## config.mk

```make
export PLATFORM = sky130hd
export DESIGN_NAME = bcd_display_scan
export DESIGN_NICKNAME = d
export VERILOG_FILES = /design/src/rtl/bcd_display_scan_pkg.sv /design/src/rtl/bcd_display_scan_seg7.sv /design/src/rtl/bcd_display_scan.sv
export SDC_FILE = /design/constraint.sdc
export NUM_CORES = 1
export LEC_CHECK = 0
export ABC_AREA = 1
export BUFFER_PORTS_ARGS = -buffer_cell sky130_fd_sc_hd__buf_2
export CAP_MARGIN = 20
export CORE_UTILIZATION = 52
export DETAILED_ROUTE_END_ITERATION = 6
export PLACE_DENSITY = 0.86
export SLEW_MARGIN = 20
export SYNTH_ARGS = -nofsm -noshare
export SYNTH_HDL_FRONTEND = slang
export SYNTH_SLANG_ARGS = --single-unit
```

## constraint.sdc

```tcl
create_clock -name CLK -period 3.3 [get_ports CLK]
set_input_delay 0.66 -clock CLK [delete_from_list [all_inputs] [get_ports CLK]]
set_output_delay 0.66 -clock CLK [all_outputs]
set_load 0.02 [all_outputs]
```

## src/rtl/bcd_display_scan_pkg.sv

```systemverilog
// Shared constants for the BCD display scanner: default geometry, internal
// decoder codes and active-low segment patterns {g,f,e,d,c,b,a}.
package bcd_display_scan_pkg;

    localparam int N_DIG_DEF       = 15;
    localparam int DISP_DEF        = 8;
    localparam int REFRESH_DIV_DEF = 100000;

    localparam logic [3:0] DP_NONE    = 4'hF;

    localparam logic [3:0] CODE_MINUS = 4'd10;
    localparam logic [3:0] CODE_E     = 4'd11;
    localparam logic [3:0] CODE_R     = 4'd12;
    localparam logic [3:0] CODE_BLANK = 4'd15;

    localparam logic [6:0] SEG_0     = 7'h40;
    localparam logic [6:0] SEG_1     = 7'h79;
    localparam logic [6:0] SEG_2     = 7'h24;
    localparam logic [6:0] SEG_3     = 7'h30;
    localparam logic [6:0] SEG_4     = 7'h19;
    localparam logic [6:0] SEG_5     = 7'h12;
    localparam logic [6:0] SEG_6     = 7'h02;
    localparam logic [6:0] SEG_7     = 7'h78;
    localparam logic [6:0] SEG_8     = 7'h00;
    localparam logic [6:0] SEG_9     = 7'h10;
    localparam logic [6:0] SEG_MINUS = 7'h3F;
    localparam logic [6:0] SEG_E     = 7'h06;
    localparam logic [6:0] SEG_R     = 7'h2F;
    localparam logic [6:0] SEG_BLANK = 7'h7F;

endpackage

```

## src/rtl/bcd_display_scan_seg7.sv

```systemverilog
// Combinational code-to-segment decoder. Codes 0-9 are digits, the rest are
// the special glyphs; anything unassigned is blank.
module seg7_decode
    import bcd_display_scan_pkg::*;
(
    input  logic [3:0] code_i,
    output logic [6:0] seg_o
);

    always_comb begin
        seg_o = SEG_BLANK;
        case (code_i)
            4'd0:       seg_o = SEG_0;
            4'd1:       seg_o = SEG_1;
            4'd2:       seg_o = SEG_2;
            4'd3:       seg_o = SEG_3;
            4'd4:       seg_o = SEG_4;
            4'd5:       seg_o = SEG_5;
            4'd6:       seg_o = SEG_6;
            4'd7:       seg_o = SEG_7;
            4'd8:       seg_o = SEG_8;
            4'd9:       seg_o = SEG_9;
            CODE_MINUS: seg_o = SEG_MINUS;
            CODE_E:     seg_o = SEG_E;
            CODE_R:     seg_o = SEG_R;
            default:    seg_o = SEG_BLANK;
        endcase
    end

endmodule

```

## src/rtl/bcd_display_scan.sv

```systemverilog
// Multiplexed seven-segment scanner for a captured BCD result, with a
// scrollable window, leading-zero blanking, sign, decimal point and "Err".
module bcd_display_scan
    import bcd_display_scan_pkg::*;
#(
    parameter int N_DIG       = N_DIG_DEF,
    parameter int DISP        = DISP_DEF,
    parameter int REFRESH_DIV = REFRESH_DIV_DEF
) (
    input  logic               CLK,
    input  logic               RST,
    input  logic [4*N_DIG-1:0] i_bcd,
    input  logic               i_load,
    input  logic               i_neg,
    input  logic [3:0]         i_dp_pos,
    input  logic               i_err,
    input  logic               i_scroll_up,
    input  logic               i_scroll_dn,
    output logic [DISP-1:0]    o_an,
    output logic [6:0]         o_seg,
    output logic               o_dp,
    output logic [2:0]         o_offset
);

    localparam int CW = (REFRESH_DIV > 1) ? $clog2(REFRESH_DIV) : 1;
    localparam int SW = (DISP > 1) ? $clog2(DISP) : 1;
    localparam logic [CW-1:0] CNT_LAST  = CW'(REFRESH_DIV - 1);
    localparam logic [SW-1:0] SCAN_LAST = SW'(DISP - 1);
    localparam logic [2:0]    OFF_MAX   = 3'(N_DIG - DISP);

    logic [4*N_DIG-1:0] bcd_q;
    logic               neg_q, err_q;
    logic [3:0]         dp_pos_q;
    logic [2:0]         offset_q, offset_d;
    logic [3:0]         msd_q, msd_d;
    logic [CW-1:0]      cnt_q;
    logic [SW-1:0]      scan_q;
    logic [DISP-1:0]    an_q, an_d;
    logic [6:0]         seg_q, seg_dec;
    logic               odp_q, odp_d;
    logic [4:0]         k;
    logic [3:0]         bound, nib, code;

    always_comb begin
        offset_d = offset_q;
        if (i_load)
            offset_d = 3'd0;
        else if (i_scroll_up && !i_scroll_dn && offset_q < OFF_MAX)
            offset_d = offset_q + 3'd1;
        else if (i_scroll_dn && !i_scroll_up && offset_q != 3'd0)
            offset_d = offset_q - 3'd1;
    end

    always_comb begin
        msd_d = 4'd0;
        for (int i = 0; i < N_DIG; i++)
            if (bcd_q[4*i +: 4] != 4'd0) msd_d = 4'(i);
    end

    always_ff @(posedge CLK or negedge RST) begin
        if (!RST) begin
            bcd_q    <= '0;
            neg_q    <= 1'b0;
            err_q    <= 1'b0;
            dp_pos_q <= DP_NONE;
            offset_q <= 3'd0;
            msd_q    <= 4'd0;
        end else begin
            if (i_load) begin
                bcd_q    <= i_bcd;
                neg_q    <= i_neg;
                err_q    <= i_err;
                dp_pos_q <= i_dp_pos;
            end
            offset_q <= offset_d;
            msd_q    <= msd_d;
        end
    end

    always_ff @(posedge CLK or negedge RST) begin
        if (!RST) begin
            cnt_q  <= '0;
            scan_q <= '0;
        end else if (cnt_q == CNT_LAST) begin
            cnt_q  <= '0;
            scan_q <= (scan_q == SCAN_LAST) ? '0 : scan_q + SW'(1);
        end else begin
            cnt_q  <= cnt_q + CW'(1);
        end
    end

    // A decimal point to the left of the msd extends the visible digits, so
    // "0.25" keeps its leading zero.
    always_comb begin
        k     = 5'(offset_q) + 5'(scan_q);
        bound = msd_q;
        if (dp_pos_q != DP_NONE && dp_pos_q > msd_q) bound = dp_pos_q;
        nib = 4'd0;
        for (int i = 0; i < N_DIG; i++)
            if (k == 5'(i)) nib = bcd_q[4*i +: 4];
        code  = CODE_BLANK;
        odp_d = 1'b1;
        if (err_q) begin
            if (32'(scan_q) == 2)      code = CODE_E;
            else if (32'(scan_q) < 2)  code = CODE_R;
        end else begin
            if (k <= 5'(bound))
                code = (nib > 4'd9) ? CODE_BLANK : nib;
            else if (k == 5'(bound) + 5'd1 && neg_q)
                code = CODE_MINUS;
            if (dp_pos_q != DP_NONE && k == 5'(dp_pos_q)) odp_d = 1'b0;
        end
        an_d         = '1;
        an_d[scan_q] = 1'b0;
    end

    seg7_decode u_dec (
        .code_i (code),
        .seg_o  (seg_dec)
    );

    always_ff @(posedge CLK or negedge RST) begin
        if (!RST) begin
            an_q  <= '1;
            seg_q <= SEG_BLANK;
            odp_q <= 1'b1;
        end else begin
            an_q  <= an_d;
            seg_q <= seg_dec;
            odp_q <= odp_d;
        end
    end

    assign o_an     = an_q;
    assign o_seg    = seg_q;
    assign o_dp     = odp_q;
    assign o_offset = offset_q;

endmodule

```

; Word level (Yosys, flattened, before mapping)
; Memories as Yosys holds them, arrays and structs flattened. A register that Yosys moved wholly into a read port is not among the register bits.
; Index checks and enable logic that the tools add are counted.
[op_classes]
n_eq_ne = 20
n_bitwise = 1
n_lt_le_gt_ge = 7
n_mux = 45
reduce_logical = 28
addsub = 6
[op_table]
columns = cell, count
row1 = $mux W4, 32
row2 = $reduce_bool A4 Y1, 14
row3 = $eq A4 B4 Y1 const B, 7
row4 = $mux W3, 6
row5 = $add A17 B1 Y17 const B, 1
row6 = $eq A17 B17 Y1 const B, 1
row7 = $mux W17, 1
row8 = $eq A4 B3 Y1 const B, 4
row9 = $eq A4 B2 Y1 const B, 2
row10 = $logic_and A1 B1 Y1, 8
row11 = $not A8 Y8, 1
row12 = $add A3 B1 Y3 const B, 2
row13 = $reduce_bool A3 Y1, 2
row14 = $add A4 B1 Y5 const B, 1
row15 = $eq A4 B5 Y1, 1
row16 = $logic_not A5 Y1, 1
row17 = $add A3 B3 Y4, 1
row18 = $eq A4 B1 Y1 const B, 1
row19 = $eq A4 B4 Y1, 1
row20 = $gt A4 B4 Y1, 1
row21 = $gt A4 B4 Y1 const B, 1
row22 = $le A4 B4 Y1, 1
row23 = $lt A3 B4 Y1 const B, 1
row24 = $mux W1, 4
row25 = other kinds (10), 12
[totals]
in_bits = 71
romBits = 112
reg_bits = 102
memories = 1
[mem_list]
columns = name, depth, word_bits, rd, rd_clocked_by_memory_dff, wr, line
row1 = (no name shown), 16, 7, 1, 1, 0, bcd_display_scan_seg7.sv:12  ; case (code_i)

; Depth between registers and ports, before layout
; Gate-level depths: netlist of the first run.
[depth]
word_depth = 21
mapped_depth = 28
depth_no_buf = 28

; By module
; From an unflattened synthesis of the first run, not the netlist that was laid out.
[unflattened]
cells_unflattened = 768
area_unflattened_um2 = 5886.9
[by_module_without_submodules]
columns = mod, instances, seq_area_each_um2, area_each_um2, cells_per_inst
row1 = bcd_display_scan, 1, 2752.6, 5656.7, 728
row2 = seg7_decode, 1, 0.0, 230.2, 40

; Least setup slack after synthesis of the first run
; OpenSTA, ideal clock, no wires.
[synth_timing]
path_kind = register to register
from = reg dp_pos_q[0]
to = reg seg_q[4], in the netlist o_seg[4]
setup_time_ps = 76
period_less_slack_ps = 3462
slack_ps = -162
path_stages_with_launch = 26
t_arrival_ps = 3386
n_path_buf = 0
cell_sequence = dfstp_2 -> inv_2 -> ha_1 -> nand2_1 -> inv_1 -> a31oi_1 -> nand2_4 -> nand2_1 -> o21ai_1 -> ha_1 -> inv_1 -> nor2_1 -> nor2_1 -> o21ai_0 -> nand2_1 -> inv_1 -> nand2_1 -> a21oi_1 -> o21ai_0 -> nor2_1 -> nor2_4 -> a21oi_2 -> ha_1 -> nand3b_1 -> nand3_1 -> nand2_1
[synth_via]
elab_chain_cells = 9
word_cells_on_any_way = 11
[synth_rtl]
columns = element, line
row1 = "start, declared", bcd_display_scan.sv:33  ; logic [3:0] dp_pos_q;
row2 = "start signal, assigned", bcd_display_scan.sv:73  ; dp_pos_q <= i_dp_pos;
row3 = $gt A4 B4 Y1 / $ne A4 B4 Y1 (equally long branches), bcd_display_scan.sv:97  ; if (dp_pos_q != DP_NONE && dp_pos_q > msd_q) bound = dp_pos_q;
row4 = $logic_and A1 B1 Y1, bcd_display_scan.sv:97
row5 = $mux W4 (*), bcd_display_scan.sv:97
row6 = $add A4 B1 Y5, bcd_display_scan.sv:109  ; else if (k == 5'(bound) + 5'd1 && neg_q)
row7 = $eq A4 B5 Y1, bcd_display_scan.sv:109
row8 = $logic_and A1 B1 Y1, bcd_display_scan.sv:109
row9 = $mux W3, bcd_display_scan.sv:109
row10 = $mux W4 (*), bcd_display_scan.sv:107  ; if (k <= 5'(bound))
row11 = $mux W4 (*), bcd_display_scan.sv:103  ; if (err_q) begin
row12 = "end, declared", bcd_display_scan.sv:39  ; logic [6:0] seg_q, seg_dec;
; Every way passes the cells marked *; elsewhere a longest branch is shown, timed or not.
; A chain may end at the register's enable or synchronous reset.

; Worst setup path in the final report of the first run
[layout_timing]
from = reg dp_pos_q[1]
to = reg seg_q[3], in the netlist o_seg[3]
; Same word-level chain as after synthesis.

==> results.ini, run 1 <==
[logic_synthesis]
synthSimpleGateAreaFrac=0.315
synthTopCellsByCount=nand2_1 (275), inv_1 (102), dfrtp_1 (89), nor2_1 (47), o21ai_0 (41)
yosysTopAreaCellShare=0.374
syn_avg_cell_area_um2=7.69
synthCells=775
syn_area_um2=5960
synth_compound_area_frac=0.0798
yosysSeqAreaShare=0.462
synth-seq-cells=109
synth_edf_count=0
ys_top_cells_by_area=dfrtp_1 (37%), nand2_1 (17%), dfstp_2 (8.8%), inv_1 (6.4%), ha_1 (4.4%)
async_flop_share=1.00
yosys_most_used_dff=dfrtp_1
synthXorXnorAreaFrac=0.0103
synth.distinct_cells=43
synthAdderAreaFrac=0.0508
synthMuxAreaShare=0
ys_warn_count=0
yosysTopAreaCell=dfrtp_1
yosysMostFrequentCell=nand2_1
synth_top_family_by_area=simple AND/OR/NAND/NOR gates
syn_nets=869

[route]
via_count=5769
post-route-drc-count=0
dr.pass1.iters=5
wl_mm=15.8
ant_nets=0
routedWlPerCell_um=15.0
first_iter_violations=437
vias_per_cell=5.48

[place]
hpwl_mm=10.5
dp.cells=1027
place_congestion=0.891
dpl_cell_area_um2=6830
dp_slack_ps=-87.2
io_buffers=89

[global_route]
antenna_found_initial=0
grt_max_degree=80
track_usage=0.277
overflow=0
first_global_vias=5622
grt_pass1_wl_mm=25.3

[clock_network]
cts_tree=built
clock_latency_ps=350
root_buffer=clkbuf_16
cts_buffer_depth=2
cts.sinks=109
clkTransAtPathRegs_ps=70
cts_htree_levels=3
cts_made_buffers=9

[worst_setup_path]
cp_slowest_cell=dfstp_2
cp-end-kind=flop
critical_path.max_stage_delay_ps=590
setup.worst_path.class=flop to flop
critPathMaxFanout=7
critPathTopFamily=simple AND/OR/NAND/NOR gates
crit_chain=ha_4 -> inv_2 -> nor2_1 -> o211ai_1 -> nand2_1 -> nand2_4 -> buf_6 -> o21ai_4 -> ha_4 -> nand2_2 -> o21ai_2 -> nand2_1 -> inv_2 -> nand2_2 -> a21oi_2 -> o21ai_1 -> nor2_2 -> nor2_4 -> a21oi_4 -> inv_2 -> ha_4 -> nand3b_1 -> nand3_1 -> nand2_1
crit_required_ps=3580
worst-path-buf-inv=4
arrival_ps=3790
start_kind=flop

[power_and_ir_drop]
swShare=0.350
clockPowerShare=0.265
p_switching_mw=1.46
intPower_mw=2.70
p_total_mw=4.16
share_seq_of_total_power=0.382
pwr_density_cell_nw_per_um2=556
power_frac_comb=0.353
p_leak_nw=3.75
ir_drop_mv=0.409

[hold_path]
hp-class=input port to asynchronous set/reset pin

[outcome]
violations=setup timing
status=finished with violations

[cells_and_area]
fillers=850
seqCellArea_um2=2750
fin_cells=1052
diodes=0
drive_gt1_frac=0.270
multiInputGateArea_um2=3000
area_growth_pct=25.5
final_area_um2=7480
final_core_util=0.681
nNetsFinal=1001

[floorplanning]
dieArea_um2=11900
core_um2=11000
ios=90
die_x_um=109
start_util=0.543
die_h_um=109
row_count=38

[timing]
timing.hold.ws_ps=307
slew_violations=0
worst_slew_pin_slew_ps=998
setup_viol=7
relSlewSlack=0.326
hold_viol=0
finalCriticalPeriod_ps=3510
fmax_mhz=285
clock_skew_ps=6.24
period_share=1.06
rsz0062_at_grt=true
worst_slack_ps=-213
finalSetupTns_ps=-1020

[run]
maxCapViolations=0

==> area by class of cell <==
cell class / count / area share
multi-input combinational: 541 / 0.401
timing repair buffer: 139 / 0.114
clock inverter: 4 / 0.00669
tap: 140 / 0.0234
inverter: 107 / 0.0537
clock buffer: 12 / 0.0330
sequential: 109 / 0.368
==> final timing paths <==
kind | slack [ps] | endpoint | startpoint | cells past startpoint
setup / recovery | -210 | o_seg[3] | dp_pos_q[1] | 24
hold / removal | 310 | bcd_q[24] | RST | 1
setup reg to reg | -210 | o_seg[3] | dp_pos_q[1] | 24
hold reg to reg | 480 | bcd_q[1] | bcd_q[1] | 2
max in group asynchronous | 2100 | o_an[5] | RST | 2
min in group CLK | 480 | bcd_q[1] | bcd_q[1] | 2
==> registers in the layout, summed over array words and instances (netlist names) <==
name	count
o_offset	3
dp_pos_q	4
scan_q	3
neg_q	1
msd_q	4
err_q	1
o_dp	1
o_an	8
cnt_q	17
o_seg	7
bcd_q	60
==> cell families (layout without fill, tap and decap cells) <==
family          count (synthesis)  after routing
xor+xnor                        7              7
compound gates                 85             85
buf+inv                       125            262
simple gates                  426            426
fa+ha+maj                      23             23
flops                         109            109
==> worst reg2reg max path: cells and delay by family (launching register included) <==
kind,cells,cell delay [ps]
and+or+nand+nor,11,1040
adders and majority gates,3,690
buffers and inverters,4,350
AOI/OAI and AO/OA,6,770
DFF,1,590
==> routing by layer <==
metal	vias up	wire, um	global-route usage
met2	250	7820	0.470
met4	0	592	0.133
li1	2733	-	-
met3	49	963	0.0484
met5	-	0	0
met1	2737	6440	0.340
==> timing repair <==
action,in CTS,in global routing
buffers inserted,4,5
hold buffers,0,0
gates resized for setup,32,27
endpoints found under the setup margin,7,7
pin swaps,23,33
==> power by group through the flow <==
stage	logic (mW)	clock network, mW	registers [mW]
detailed placement	1.20	0	1.61
global placement	1.17	0	1.60
global route	1.61	1.16	1.60
floorplan	0.702	0	1.67
CTS	1.31	1.10	1.58
finish	1.47	1.10	1.59
==> cell usage in the layout (no fill, tap or decap), types with 5 or more instances in the layout <==
master / synthesis / final
nor3_1: 10 / 10
nand2_1: 275 / 269
inv_2: 5 / 13
buf_4: 0 / 46
buf_2: 1 / 88
nor2_1: 47 / 40
a21oi_1: 22 / 20
dfrtp_1: 89 / 89
nand2_2: 7 / 12
nand4_1: 22 / 22
inv_1: 102 / 94
ha_1: 21 / 9
o21ai_0: 41 / 37
dfstp_2: 20 / 20
nor2_2: 6 / 10
nor4_1: 16 / 16
ha_4: 0 / 12
xor2_1: 6 / 6
nand2_4: 4 / 5
clkbuf_16: 0 / 9
nand3_1: 28 / 27
Power figures use the tool's default switching activity.
==> inputs of run 2 (changes only) <==
--- a/config.mk
+++ b/config.mk
@@ -9,5 +9,8 @@
 export BUFFER_PORTS_ARGS = -buffer_cell sky130_fd_sc_hd__buf_2
 export CAP_MARGIN = 20
-export CORE_UTILIZATION = 52
+export CELL_PAD_IN_SITES_DETAIL_PLACEMENT = 0
+export CELL_PAD_IN_SITES_GLOBAL_PLACEMENT = 1
+export CORE_UTILIZATION = 38
+export CTS_CLUSTER_DIAMETER = 200
 export DETAILED_ROUTE_END_ITERATION = 6
 export PLACE_DENSITY = 0.86
==> constraint.sdc (replaced) <==
create_clock -name CLK -period 3.3 [get_ports CLK]
set_input_delay 0.33 -clock CLK [delete_from_list [all_inputs] [get_ports CLK]]
set_output_delay 0.33 -clock CLK [all_outputs]
set_load 0.02 [all_outputs]
==> run 2 against run 1 <==
The flow still finishes with violations (setup timing); critical path depth is 2 lower; design area shrank 0.80%; maximum frequency increased by 4.5%; combinational power fell by 11%; clock-buffer cell count stayed put; worst hold slack got worse by 140 ps; sequential share of layout area grew 0.30 points; highest routed layer unchanged; clock skew is 0.85 ps lower; register-to-register slack better by 150 ps.
==> results.ini, run 2 (synthesis results as in run 1) <==
[power_and_ir_drop]
pwr_density_cell_nw_per_um2=528  ; was 556 nW/um2
p_total_mw=3.92  ; was 4.16 mW
p_leak_nw=3.75  ; about the same
ir_drop_mv=0.264  ; was 0.409 mV

[worst_setup_path]
cp_slowest_cell=dfstp_2  ; unchanged
worst-path-buf-inv=3  ; was 4
start_kind=flop  ; unchanged
r2r_end=o_seg[4]  ; was o_seg[3]
crit_chain=inv_2 -> ha_4 -> nand2_1 -> inv_1 -> a31oi_2 -> nand2_4 -> o21ai_0 -> buf_4 -> ha_4 -> nor2_1 -> o21ai_0 -> a21oi_1 -> nand2_1 -> a21oi_1 -> o21ai_1 -> nor2_2 -> nor2_4 -> a21oi_4 -> ha_4 -> nand3b_1 -> nand3_1 -> nand2_1  ; was ha_4 -> inv_2 -> nor2_1 -> o211ai_1 -> nand2_1 -> nand2_4 -> buf_6 -> o21ai_4 -> ha_4 -> nand2_2 -> o21ai_2 -> nand2_1 -> inv_2 -> nand2_2 -> a21oi_2 -> o21ai_1 -> nor2_2 -> nor2_4 -> a21oi_4 -> inv_2 -> ha_4 -> nand3b_1 -> nand3_1 -> nand2_1
reg2reg_depth=22  ; was 24
setup.worst_path.class=flop to flop  ; unchanged
reg2reg_setup_slack_ps=-60  ; was -210 ps
cp-end-kind=flop  ; unchanged
critPathTopFamily=compound AO/OA/AOI/OAI gates  ; was simple AND/OR/NAND/NOR gates
critical_path.max_stage_delay_ps=540  ; was 590 ps
arrival_ps=3650  ; was 3790 ps
crit_required_ps=3590  ; was 3580 ps
critPathMaxFanout=7  ; unchanged
r2r-start=dp_pos_q[0]  ; was dp_pos_q[1]

[place]
hpwl_mm=11.0  ; was 10.5 mm
place_congestion=0.823  ; was 0.891
io_buffers=89  ; unchanged

[timing]
fmax_mhz=297  ; was 285 MHz
timing.hold.ws_ps=171  ; was 307 ps
slew_violations=0  ; unchanged
setup_viol=5  ; was 7
finalCriticalPeriod_ps=3360  ; was 3510 ps
clock_skew_ps=5.38  ; was 6.24 ps
rsz0062_at_grt=true  ; unchanged
period_share=1.02  ; was 1.06
relSlewSlack=0.350  ; was 0.326
hold_viol=0  ; unchanged
worst_slew_pin_slew_ps=962  ; was 998 ps
worst_slack_ps=-61.4  ; was -213 ps

[global_route]
grt_max_degree=90  ; was 80
antenna_found_initial=0  ; unchanged
overflow=0  ; unchanged
grt_pass1_wl_mm=24.7  ; was 25.3 mm
first_global_vias=5244  ; was 5622
track_usage=0.194  ; was 0.277

[clock_network]
cts.sinks=109  ; unchanged
clock_latency_ps=350  ; about the same
root_buffer=clkbuf_16  ; unchanged
cts_buffer_depth=2  ; unchanged
clkTransAtPathRegs_ps=70  ; about the same
cts_htree_levels=3  ; unchanged
cts_tree=built  ; unchanged
cts_made_buffers=9  ; unchanged

[outcome]
status=finished with violations  ; unchanged
violations=setup timing  ; unchanged

[hold_path]
hold_depth=3
hp-class=input port to flop  ; was input port to asynchronous set/reset pin
hold_end=bcd_q[34]
min-delay-start=i_bcd[34]

[floorplanning]
die_h_um=127  ; was 109 um
start_util=0.391  ; was 0.543
core_um2=15300  ; was 11000 um2
ios=90  ; unchanged
row_count=45  ; was 38
die_x_um=127  ; was 109 um
dieArea_um2=16200  ; was 11900 um2

[route]
vias_per_cell=4.71  ; was 5.48
wl_mm=14.5  ; was 15.8 mm
ant_nets=0  ; unchanged
first_iter_violations=270  ; was 437
post-route-drc-count=0  ; unchanged
via_count=5297  ; was 5769
dr.pass1.iters=4  ; was 5
routedWlPerCell_um=12.9  ; was 15.0 um

[cells_and_area]
layout_commonest_cell=nand2_1  ; unchanged
area_growth_pct=24.5  ; was 25.5%
nNetsFinal=1003  ; was 1001
layout_common_cells=nand2_1 (273), inv_1 (98), dfrtp_1 (89)  ; was nand2_1 (269), inv_1 (94), dfrtp_1 (89)
diodes=0  ; unchanged
top_register=bcd_q  ; unchanged
largest_reg_flops=60  ; unchanged
drive_gt1_frac=0.254  ; was 0.270

[run]
maxCapViolations=0  ; unchanged

[run 2: how the worst max path moves through the flow]
stage | start | end | cells after the start
floorplan | dp_pos_q[0] | o_seg[4] | 25
global placement | dp_pos_q[0] | o_seg[4] | 25
detailed placement | dp_pos_q[0] | o_seg[4] | 25
CTS | dp_pos_q[0] | o_seg[4] | 26
global route | o_offset[0] | o_seg[0] | 23
finish | dp_pos_q[0] | o_seg[4] | 22
[run 2: cell type report]
cell class	count	area, um2
tap	211	264
sequential	109	2750
clock inverter	4	22.5
fill	1501	7840
clock buffer	12	256
inverter	107	402
multi-input combinational	541	2860
timing repair buffer	141	857
[run 2: worst reg2reg max path, cell delays in order (launching register included)]
cell,delay [ps]
dfstp_2,540
inv_2,50
ha_4,230
nand2_1,50
inv_1,40
a31oi_2,220
nand2_4,120
o21ai_0,170
buf_4,170
ha_4,200
nor2_1,80
o21ai_0,80
a21oi_1,130
nand2_1,70
a21oi_1,110
o21ai_1,90
nor2_2,160
nor2_4,70
a21oi_4,200
ha_4,230
nand3b_1,150
nand3_1,90
nand2_1,50
[run 2: through the flow]
step | std cells | area (um2) | setup slack (ps) | utilization | TNS [ps]
after detailed placement | 1106 | 6980 | -168 | 0.457 | -782
after CTS | 1124 | 7370 | -79.0 | 0.483 | -358
after global routing | 1125 | 7420 | -364 | 0.486 | -2210
final | 1125 | 7420 | -61.4 | 0.486 | -229
after global placement | 1106 | 6980 | -122 | 0.457 | -526
after floorplan | 775 | 5980 | -8.01 | - | -8.01
[run 2: where the power goes]
part / total (mW) / switching [mW] / internal [mW]
registers: 1.58 / 0.0817 / 1.50
logic: 1.31 / 0.777 / 0.535
clock network: 1.02 / 0.475 / 0.550
[run 2: per-layer routing]
| layer | global-route usage | up-vias | wire [um] |
|---|---|---|---|
| met5 | 0 | - | 0 |
| met4 | 0.0609 | 0 | 209 |
| met3 | 0.0293 | 14 | 493 |
| met2 | 0.309 | 92 | 6580 |
| met1 | 0.273 | 2452 | 7180 |
| li1 | - | 2739 | - |
[run 2: what timing repair did]
item	in CTS	in global routing
endpoints found under the hold margin	27	0
setup buffers	1	1
hold buffers	1	0
gates resized for setup	17	11
pin swaps	11	6
setup endpoints to repair	7	7
==> inputs of run 3 (changes only) <==
- clock period: 3.3 -> 2.79 ns (I/O delays scaled with it)
==> run 3 against run 2 <==
Total power grew 22%; via count grew 0.28%; critical endpoint is now o_seg[3]; largest power group unchanged; routed wire length shrank 0.17%; combinational power grew 25%; core utilization grew 1.4 points; critical path depth is the same; clock power grew 25%; non-clock buffer count grew 15; die area is the same; sequential share of layout area shrank 1.0 points; the run still ends with setup timing left.
==> results.ini, run 3 (synthesis results as in run 1) <==
[global_route]
use_met3=0.0348  ; was 0.0293
grt.met2_usage=0.322  ; was 0.309
antenna_found_initial=0  ; unchanged
grt_pass1_wl_mm=24.6  ; was 24.7 mm
first_global_vias=5172  ; was 5244
overflow=0  ; unchanged
grt.busiest_layer=met2  ; unchanged
use_met1=0.259  ; was 0.273
grt_max_degree=51  ; was 90
track_usage=0.193  ; was 0.194

[route]
post-route-drc-count=0  ; unchanged
routedWlPerCell_um=12.7  ; was 12.9 um
wl_mm=14.4  ; was 14.5 mm
dr.pass1.iters=5  ; was 4
vias_per_cell=4.66  ; was 4.71
via_count=5312  ; was 5297
first_iter_violations=267  ; was 270
ant_nets=0  ; unchanged

[place]
dp_slack_ps=-645  ; was -168 ps
dpl_cell_area_um2=7120  ; was 6980 um2
place_congestion=0.835  ; was 0.823
dp.cells=1116  ; was 1106
io_buffers=89  ; unchanged
hpwl_mm=11.0  ; about the same

[cells_and_area]
layout_common_cells=nand2_1 (271), inv_1 (97), dfrtp_1 (89)  ; was nand2_1 (273), inv_1 (98), dfrtp_1 (89)
layout_commonest_cell=nand2_1  ; unchanged
fin_cells=1139  ; was 1125
final_area_um2=7620  ; was 7420 um2
nNetsFinal=1018  ; was 1003
diodes=0  ; unchanged
final_core_util=0.500  ; was 0.486
drive_gt1_frac=0.270  ; was 0.254
top_register=bcd_q  ; unchanged
area_growth_pct=27.9  ; was 24.5%
largest_reg_flops=60  ; unchanged

[clock_network]
cts_tree=built  ; unchanged
clkTransAtPathRegs_ps=70  ; about the same
cts_buffer_depth=2  ; unchanged
clock_latency_ps=360  ; was 350 ps
cts_htree_levels=3  ; unchanged
cts_made_buffers=9  ; unchanged
root_buffer=clkbuf_16  ; unchanged
cts.sinks=109  ; unchanged

[run]
maxCapViolations=0  ; unchanged

[power_and_ir_drop]
p_switching_mw=1.62  ; was 1.33 mW
share_seq_of_total_power=0.392  ; was 0.404
p_total_mw=4.78  ; was 3.92 mW
intPower_mw=3.15  ; was 2.59 mW
p_leak_nw=3.85  ; was 3.75 nW
power_frac_comb=0.342  ; was 0.335
ir_drop_mv=0.397  ; was 0.264 mV
swShare=0.340  ; about the same
clockPowerShare=0.266  ; was 0.261
pwr_density_cell_nw_per_um2=627  ; was 528 nW/um2

[outcome]
status=finished with violations  ; unchanged
violations=setup timing  ; unchanged

[floorplanning]
dieArea_um2=16200  ; unchanged
core_um2=15300  ; unchanged
die_h_um=127  ; unchanged
ios=90  ; unchanged
die_x_um=127  ; unchanged
start_util=0.391  ; unchanged
row_count=45  ; unchanged

[timing]
hold_viol=0  ; unchanged
slew_violations=0  ; unchanged
worst_slack_ps=-520  ; was -61.4 ps
setup_viol=7  ; was 5
rsz0062_at_grt=true  ; unchanged
fmax_mhz=302  ; was 297 MHz
finalCriticalPeriod_ps=3310  ; was 3360 ps
worst_slew_pin_slew_ps=1040  ; was 962 ps
period_share=1.19  ; was 1.02
clock_skew_ps=11.8  ; was 5.38 ps
relSlewSlack=0.296  ; was 0.350

[worst_setup_path]
critPathMaxFanout=5  ; was 7
cpMostUsedCell=nand2_1
crit_chain=ha_2 -> fa_2 -> nor2_4 -> buf_6 -> nand4_1 -> nand3_1 -> o21bai_1 -> nand4_1 -> nand2_1 -> nand4_1 -> nand2_1 -> nand2_1 -> nand2_1 -> nand2_1 -> nand2_2 -> nand2_2 -> a21oi_4 -> inv_2 -> ha_4 -> nand3b_1 -> nand3_1 -> nand2_1  ; was inv_2 -> ha_4 -> nand2_1 -> inv_1 -> a31oi_2 -> nand2_4 -> o21ai_0 -> buf_4 -> ha_4 -> nor2_1 -> o21ai_0 -> a21oi_1 -> nand2_1 -> a21oi_1 -> o21ai_1 -> nor2_2 -> nor2_4 -> a21oi_4 -> ha_4 -> nand3b_1 -> nand3_1 -> nand2_1
arrival_ps=3580  ; was 3650 ps
critical_path.max_stage_delay_ps=630  ; was 540 ps
crit_required_ps=3060  ; was 3590 ps
critPathTopFamily=simple AND/OR/NAND/NOR gates  ; was compound AO/OA/AOI/OAI gates
start_kind=flop  ; unchanged
cp_slowest_cell=fa_2  ; was dfstp_2
setup.worst_path.class=flop to flop  ; unchanged
cp-end-kind=flop  ; unchanged
worst-path-buf-inv=2  ; was 3

[hold_path]
hp-class=input port to flop  ; unchanged

## run 3: cell count changes in the layout (fill, tap and decap cells not counted), moves of 2 or more
| cell | delta |
|---|---|
| buf_4 | +11 |
| o21ai_0 | -3 |
| buf_12 | +2 |
| buf_6 | +2 |
| clkbuf_8 | -2 |
| inv_6 | +2 |
| nand2_1 | -2 |
| nand2_4 | +2 |
| nand3_1 | -2 |
| nand3_2 | +2 |
| o21ai_1 | +2 |
## run 3: power groups by stage
stage	Combinational [mW]	Sequential (mW)	Clock, mW
global placement	1.46	1.90	0
CTS	1.59	1.87	1.31
global route	1.84	1.89	1.35
finish	1.64	1.87	1.27
detailed placement	1.49	1.90	0
floorplan	0.854	1.97	0
## run 3: path summary, 6_finish.rpt
check | slack [ps] | endpoint | start | depth (start not counted)
min in group asynchronous | 500 | o_offset[1] | RST | 2
setup / recovery | -520 | o_seg[3] | o_offset[0] | 22
max in group asynchronous | 1560 | dp_pos_q[0] | RST | 3
setup reg to reg | -520 | o_seg[3] | o_offset[0] | 22
hold reg to reg | 470 | cnt_q[0] | cnt_q[0] | 1
hold / removal | 120 | bcd_q[14] | i_bcd[14] | 3
## run 3: layer usage
| metal | part of all wire | up-vias |
|---|---|---|
| met4 | 0.011 | 0 |
| met2 | 0.46 | 105 |
| met5 | 0 | - |
| met3 | 0.037 | 11 |
| met1 | 0.49 | 2419 |
| li1 | - | 2777 |
## run 3: repair_timing
item                                    CTS  global route
hold buffers                              1             0
gates resized for setup                  22            12
endpoints found under the setup margin    7             7
setup buffers                             4             3
pin swaps                                23             5
hold endpoints to repair                 40             0
## run 3: worst reg2reg max path: stages, from the launching register on
cell	delay, ps
dfrtp_1	390
ha_2	200
fa_2	630
nor2_4	80
buf_6	120
nand4_1	70
nand3_1	80
o21bai_1	150
nand4_1	110
nand2_1	80
nand4_1	80
nand2_1	100
nand2_1	70
nand2_1	60
nand2_1	60
nand2_2	80
nand2_2	70
a21oi_4	230
inv_2	80
ha_4	150
nand3b_1	170
nand3_1	100
nand2_1	60
## run 3: layout make-up
type	count	area, um2
Fill cell	1488	7630
Multi-Input combinational cell	541	2910
Sequential cell	109	2750
Timing Repair Buffer	156	1000
Inverter	107	404
Tap cell	211	264
Clock buffer	10	229
Clock inverter	5	57.6
## run 3: per-stage QoR
stage	hold WS, ps	setup TNS (ps)
6_report	122	-3170
5_1_grt	116	-5120
4_1_cts	111	-3560
3_5_place_dp	353	-4170
3_3_place_gp	347	-3490
2_1_floorplan	-16.6	-2680
